<file path="config.mk">
export PLATFORM = sky130hd
export DESIGN_NAME = cpu_clock_controller
export DESIGN_NICKNAME = d
export VERILOG_FILES = /design/src/rtl/cpu_clock_controller.sv
export SDC_FILE = /design/constraint.sdc
export NUM_CORES = 1
export LEC_CHECK = 0
export CORE_MARGIN = 10
export CORE_UTILIZATION = 40
export CTS_BUF_LIST = sky130_fd_sc_hd__clkbuf_8
export DETAILED_ROUTE_END_ITERATION = 10
export MAX_ROUTING_LAYER = met4
export PLACE_DENSITY = 0.68
export REMOVE_ABC_BUFFERS = 1
export SLEW_MARGIN = 10
export SYNTH_ARGS = -nofsm -noshare
export SYNTH_HDL_FRONTEND = slang
export SYNTH_SLANG_ARGS = --single-unit
</file>
<file path="constraint.sdc">
create_clock -name fast_clock -period 5.45 [get_ports fast_clock]
set_input_delay 1.09 -clock fast_clock [delete_from_list [all_inputs] [get_ports fast_clock]]
set_output_delay 1.09 -clock fast_clock [all_outputs]
set_load 0.03 [all_outputs]
</file>
<file path="src/rtl/cpu_clock_controller.sv">
// cpu_clock_controller: CPU clock-enable generator with halt, run, divided-run and debounced single-step modes
module cpu_clock_controller #(
    parameter int DEBOUNCE_CYCLES = 500000,
    parameter int CNT_WIDTH = 32
) (
    input  logic                 fast_clock,
    input  logic                 reset,
    input  logic [1:0]           mode,
    input  logic [4:0]           div_exp,
    input  logic                 step_btn,
    input  logic                 halt_req,
    input  logic                 clear_halt,
    output logic                 cpu_clk_en,
    output logic [CNT_WIDTH-1:0] tick_count,
    output logic [2:0]           state,
    output logic [3:0]           ledr
);
    typedef enum logic [2:0] {IDLE = 3'd0, RUN = 3'd1, DIV = 3'd2, STEP = 3'd3, HALTED = 3'd4} state_t;
    localparam int DW = $clog2(DEBOUNCE_CYCLES + 1);
    state_t st, st_next, mode_st;
    logic [1:0] mode_s1, mode_s2;
    logic [4:0] div_s1, div_s2;
    logic btn_s1, btn_s2, cand, deb, deb_prev, deb_done, en_next;
    logic [DW-1:0] deb_cnt;
    logic [CNT_WIDTH-1:0] count, lim;
    always_ff @(posedge fast_clock or posedge reset) begin
        if (reset) begin
            mode_s1 <= '0;
            mode_s2 <= '0;
            div_s1 <= '0;
            div_s2 <= '0;
            btn_s1 <= 1'b0;
            btn_s2 <= 1'b0;
        end else begin
            mode_s1 <= mode;
            mode_s2 <= mode_s1;
            div_s1 <= div_exp;
            div_s2 <= div_s1;
            btn_s1 <= step_btn;
            btn_s2 <= btn_s1;
        end
    end
    always_ff @(posedge fast_clock or posedge reset) begin
        if (reset)
            st <= IDLE;
        else
            st <= st_next;
    end
    // halt_req dominates both the transition and the enable so nothing leaks past a halt
    always_comb begin
        mode_st = state_t'({1'b0, mode_s2});
        st_next = halt_req ? HALTED : (st == HALTED && !clear_halt) ? HALTED : mode_st;
        lim = (CNT_WIDTH'(1) << div_s2) - CNT_WIDTH'(1);
        deb_done = (btn_s2 == cand) && (deb_cnt == DW'(DEBOUNCE_CYCLES - 1));
        en_next = !halt_req && (st == RUN || (st == DIV && count >= lim) || (st == STEP && deb && !deb_prev));
    end
    always_ff @(posedge fast_clock or posedge reset) begin
        if (reset) begin
            count <= '0;
            cand <= 1'b0;
            deb <= 1'b0;
            deb_prev <= 1'b0;
            deb_cnt <= '0;
            cpu_clk_en <= 1'b0;
            tick_count <= '0;
        end else begin
            count <= (st != DIV || count >= lim) ? '0 : count + CNT_WIDTH'(1);
            cand <= btn_s2;
            deb_cnt <= (btn_s2 != cand) ? '0 : deb_done ? deb_cnt : deb_cnt + DW'(1);
            deb <= deb_done ? cand : deb;
            deb_prev <= deb;
            cpu_clk_en <= en_next;
            tick_count <= tick_count + CNT_WIDTH'(cpu_clk_en);
        end
    end
    assign state = st;
    assign ledr = {st == HALTED, st};
endmodule

</file>
Yosys cells after proc, flatten, opt, wreduce, memory -nomap -nowiden
Index checks and enable logic that the tools add are counted.

Reductions and logical operators: 12. Order comparisons: 1. Bitwise operators: 0. Div/mod/pow operators: 0. Add/subtract/negate cells: 4. Shifts and indexed selects: 1. Mux-type cells: 5. Eq/ne operators: 9. Multipliers: 0.

Operators with widths (count): 19-bit 2-to-1 mux (2); 32-bit by 1-bit adder with 32-bit output (1); 32-bit by 1-bit adder with 32-bit output, second input constant (1); 32-bit >= comparator (1); 32-bit 2-to-1 mux (1); 1-bit by 5-bit << shifter with 32-bit output, first input constant (1); 32-bit by 2-bit subtractor with 32-bit output, second input constant (1); 19-bit by 1-bit adder with 19-bit output, second input constant (1); 19-bit == test, second input constant (1); 3-bit by 2-bit == test with 1-bit output, second input constant (2); 1-bit logical AND (6); 3-bit 2-to-1 mux (2); 3-bit by 1-bit == test with 1-bit output, second input constant (1); 3-bit == test, second input constant (1); 1-bit logical NOT (3); 1-bit logical OR (3); 3-bit by 2-bit != test with 1-bit output, second input constant (1); 2-bit by 1-bit != test with 1-bit output, second input constant (1); 1-bit == test (1); 1-bit != test (1).

Memories: 0. Flip-flop bits (word level): 106. Bits of input ports: 12. Bits in latches: 0. Memory bits (read-only): 0. Word-level logic and storage cells: 46. Output and inout port bits: 40. Bits in writable memories: 0.

Depth between registers and ports, before layout
Depth after elaboration: 7. Gate-level depth with buffers: 17. Mapped depth without buffers: 14.

Worst setup path after synthesis
Ideal clock, no wire load.

Kind: reg-to-reg. Start point: register div_s2[2]. End point: register count[12]. Setup slack: 1.685 ns. Buffers on the path: 3. Period minus slack after synthesis: 3.765 ns. Cell stages (with the launch flop): 18. Arrival: 3.622 ns. Data required time: 5.308 ns. Cell sequence: dfrtp_1 -> or2_2 -> clkbuf_1 -> or4_1 -> ha_1 -> clkbuf_1 -> or2_2 -> nor2_1 -> nand3_1 -> a21oi_1 -> a21oi_1 -> ha_1 -> nand4_1 -> or2_2 -> a2111oi_2 -> o41a_4 -> buf_6 -> nor3_2.

Word-level cells in the longest chain between the ends: 5.

RTL lines: start: declaration (line 22) `logic [4:0] div_s1, div_s2;`; start signal: assignment (line 38) `div_s2 <= div_s1;`; 1-bit by 5-bit << shifter with 32-bit output (line 53) `lim = (CNT_WIDTH'(1) << div_s2) - CNT_WIDTH'(1);`; 32-bit by 2-bit subtractor with 32-bit output (line 53); 32-bit >= comparator (line 67) `count <= (st != DIV || count >= lim) ? '0 : count + CNT_WIDTH'(1);`; 1-bit logical OR (line 67); 32-bit 2-to-1 mux (line 67); end signal: assignment (line 67); end: declaration (line 25) `logic [CNT_WIDTH-1:0] count, lim;`.

Every way passes these cells. A chain may end at the register's enable or synchronous reset.

Worst setup path in the final report
Start point: register div_s2[3]. End point: register cpu_clk_en.

Word-level cells in the longest chain between the ends: 7.

RTL lines: 1-bit by 5-bit << shifter with 32-bit output (line 53); 32-bit by 2-bit subtractor with 32-bit output (line 53); 32-bit >= comparator (line 55) `en_next = !halt_req && (st == RUN || (st == DIV && count >= lim) || (st == STEP && deb && !deb_prev));`; 1-bit logical AND (line 55); 1-bit logical OR (2 in series) (line 55); 1-bit logical AND (line 55); via en_next (line 23) `logic btn_s1, btn_s2, cand, deb, deb_prev, deb_done, en_next;`; end signal: assignment (line 72) `cpu_clk_en <= en_next;`; end: declaration (line 13) `output logic cpu_clk_en,`.

The timed path passes the listed nets, and every way through them passes these cells.

==> flow_summary_export.csv <==
group,metric,value,unit
route,via_count,4590,
cts,cts_tree,"built",
logic_synthesis,ys_seq_area_share,45.1,%
global_route,overflow,0,
logic_synthesis,synthArstFlopShare,100,%
route,route.final.wire_length,13300,um
finish,area.growth.synth_to_final,14.1,%
global_route,grt_first_pass_wirelength,22500,um
power,pwr-share-comb,8.7,%
logic_synthesis,ys_seq_elements,106,
global_route,global_route.peak_usage_layer,"met2",
global_route,grt_start_max_net_pins,69,
power,power.leakage,2.77,nW
timing,timing.hold.ws,357,ps
global_route,groute.layer.met1.usage,17.1,%
cts,insertion_delay,370,ps
power,vdd_drop_max,0.143,mV
cts,quantity_of_gates_resized_following_cts,0,
setup_path,worstPathArrival,4850,ps
power,p_sw,0.363,mW
finish,design_area,0.00671,mm^2
cts,clockRootBuffer,"sky130_fd_sc_hd__clkbuf_8",
cts,post_cts_hold_buffer_count,0,
die,rows,44,
finish,design.final.nets,690,
die,fp.dieArea,0.0199,mm^2
route,drt_wl_cell,16.0,um
timing,achievable_clock_frequency,220,MHz
timing,slew_viol_final,0,
setup_path,critical_setup_path_kind,"reg2reg",
setup_path,crit_fanout,33,
die,coreArea,0.0145,mm^2
logic_synthesis,synth.area.top_cells,"sky130_fd_sc_hd__dfrtp_1 (45%), sky130_fd_sc_hd__ha_1 (7.9%), sky130_fd_sc_hd__xnor2_1 (5.8%)",
logic_synthesis,ys.warnings.count,0,
power,power.density,212,mW/mm^2
route,viasPerCell,5.53,
placed_design,finalWeightedCongestion,0.880,
placed_design,total_placed_instance_area,0.00651,mm^2
die,starting_density_of_the_core,40.6,%
setup_path,timing.critical_path.required,5760,ps
cts,postCtsSetupRepairBufs,0,
placed_design,dp_hpwl,9840,um
logic_synthesis,synthesis.area_per_instance,9.77,um^2
global_route,met3_track_utilization_from_global_routing,2.18,%
logic_synthesis,cell_with_the_most_instances_after_synthesis,"sky130_fd_sc_hd__dfrtp_1",
logic_synthesis,area_leader_netlist,"sky130_fd_sc_hd__dfrtp_1",
route,drt.antenna.violating_nets,0,
power,power_frac_clock,33.6,%
global_route,grtUsageTotal,13.7,%
cts,numClockSinks,106,
job,drv_cap,0,
status,run_status,"completed",
die,design.portCount,52,
die,die_width,141,um
power,internal_power,1.06,mW
placed_design,numPortBuffers,51,
logic_synthesis,synth_common_cells,"sky130_fd_sc_hd__dfrtp_1 (106), sky130_fd_sc_hd__nand3_1 (47), sky130_fd_sc_hd__nand2_1 (41)",
setup_path,startpoint_type,"register",
logic_synthesis,synth_largest_type_area_fraction,45.1,%
hold_path,timing.hold.worst.class,"reg2reg",
logic_synthesis,synth.cell_area,0.00588,mm^2
timing,finalCritPeriodShare,83.3,%
finish,post_route_cells_drive_above_1_share,6.66,%
timing,setup-violations-final,0,
logic_synthesis,synth_top_flop_cell,"sky130_fd_sc_hd__dfrtp_1",
logic_synthesis,synth_cells,602,
global_route,first_global_vias,4598,
timing,timing.final.crit_period,4540,ps
timing,final-hold-violation-count,0,
power,sequentialPowerShare,57.7,%
global_route,antenna_found_initial,0,
setup_path,end_kind,"register",
cts,numCtsBuffers,9,
timing,fin_skew,15.4,ps
timing,rsz0062_at_grt,"no",
cts,clkTransAtPathRegs,100,ps
route,first_pass_iters,5,
power,p_total,1.42,mW
timing,worst_tran_pin_value,1080,ps
route,drt-initial-drc-count,217,
die,die_h,141,um
timing,tns,0,ps
global_route,use_met2,22.4,%
logic_synthesis,synth_enable_flop_cells,0,
logic_synthesis,synth.distinct_cells,52,
finish,antenna-diode-count,0,
timing,timing.max_slew.rel_slack,27.1,%
cts,h-tree-depth,3,
route,route.detailed.drc,0,
cts,maximum_clock_insertion_buffer_count,2,
power,power_switching_share,25.5,%
==> cell usage in the layout, fill, tap and decap left out, types with 5 or more instances in the layout <==
master                              n
sky130_fd_sc_hd__a21oi_1           38
sky130_fd_sc_hd__and2_1             8
sky130_fd_sc_hd__and3_1             6
sky130_fd_sc_hd__clkbuf_8           9
sky130_fd_sc_hd__clkdlybuf4s50_1   51
sky130_fd_sc_hd__dfrtp_1          106
sky130_fd_sc_hd__ha_1              37
sky130_fd_sc_hd__inv_1             20
sky130_fd_sc_hd__nand2_1           41
sky130_fd_sc_hd__nand3_1           47
sky130_fd_sc_hd__nand4_1           30
sky130_fd_sc_hd__nor2_1            38
sky130_fd_sc_hd__nor3_1            37
sky130_fd_sc_hd__nor3_2            12
sky130_fd_sc_hd__nor4_1             5
sky130_fd_sc_hd__o21ai_0           23
sky130_fd_sc_hd__or2_2              5
sky130_fd_sc_hd__or3_1              8
sky130_fd_sc_hd__xnor2_1           39
sky130_fd_sc_hd__xor2_1            31
==> critical path, stage by stage, from the launching register on <==
cell and delay (ps):
sky130_fd_sc_hd__dfrtp_1 600, sky130_fd_sc_hd__or2_2 470, sky130_fd_sc_hd__or4_1 450, sky130_fd_sc_hd__ha_1 410
sky130_fd_sc_hd__or2_2 390, sky130_fd_sc_hd__nor2_1 140, sky130_fd_sc_hd__nand3_1 90, sky130_fd_sc_hd__a21oi_1 170
sky130_fd_sc_hd__a21oi_1 60, sky130_fd_sc_hd__ha_1 320, sky130_fd_sc_hd__nand4_1 60, sky130_fd_sc_hd__or2_2 300
sky130_fd_sc_hd__a2111oi_2 310, sky130_fd_sc_hd__o41a_4 460, sky130_fd_sc_hd__o21a_1 200
==> through the flow <==
step | util (%) | cells | worst slack [ps]
after floorplan | - | 576 | 994
final | 46.3 | 830 | 912
after global routing | 46.3 | 830 | 587
after global placement | 45.0 | 814 | 1060
after detailed placement | 45.0 | 814 | 949
after CTS | 46.3 | 830 | 930
==> area by class of cell <==
type / instances / area [um^2]
multi-input combinational: 451 / 3020
inverter: 19 / 73.8
clock inverter: 7 / 70.1
sequential: 106 / 2650
timing repair buffer: 54 / 533
fill: 1396 / 7770
tap: 184 / 230
clock buffer: 9 / 124
==> power by group through the flow <==
stage               clock [mW]  sequential [mW]  combinational [mW]
global route             0.522            0.824               0.140
detailed placement           0            0.836               0.126
finish                   0.477            0.820               0.124
CTS                      0.491            0.820               0.126
floorplan                    0            0.842              0.0673
global placement             0            0.835               0.122
==> cells by family after synthesis <==
family                     share of synthesized area [%]
adders and majority gates                           7.87
other                                             0.0638
DFF                                                 45.1
buffers and inverters                               3.47
and+or+nand+nor                                     24.4
AOI/OAI and AO/OA                                   8.49
muxes                                              0.170
xor gates and xnor gates                            10.4
==> registers in the layout, summed over array words and instances, names as in the netlist <==
| register | flops |
|---|---|
| deb_prev | 1 |
| tick_count | 32 |
| mode_s1 | 2 |
| state | 3 |
| cpu_clk_en | 1 |
| btn_s1 | 1 |
| count | 32 |
| btn_s2 | 1 |
| div_s1 | 5 |
| cand | 1 |
| div_s2 | 5 |
| deb_cnt | 19 |
| deb | 1 |
| mode_s2 | 2 |
==> worst paths after layout <==
path	start	to	slack [ps]	depth (start not counted)
worst max-delay path	div_s2[3]$_DFF_PP0_	cpu_clk_en$_DFF_PP0_	910	14
worst min-delay path	div_s1[2]$_DFF_PP0_	div_s2[2]$_DFF_PP0_	360	0
worst max register to register	div_s2[3]$_DFF_PP0_	cpu_clk_en$_DFF_PP0_	910	14
worst min register to register	div_s1[2]$_DFF_PP0_	div_s2[2]$_DFF_PP0_	360	0
max in group asynchronous	reset	count[10]$_DFF_PP0_	3220	3
min in group asynchronous	reset	div_s1[3]$_DFF_PP0_	1220	2
==> metal layers <==
layer | vias up | share of wire, %
met4 | 0 | 1.4
met1 | 2270 | 45
li1 | 2219 | -
met2 | 84 | 51
met3 | 17 | 3.1
met5 | - | 0
Power figures use the tool's default switching activity.
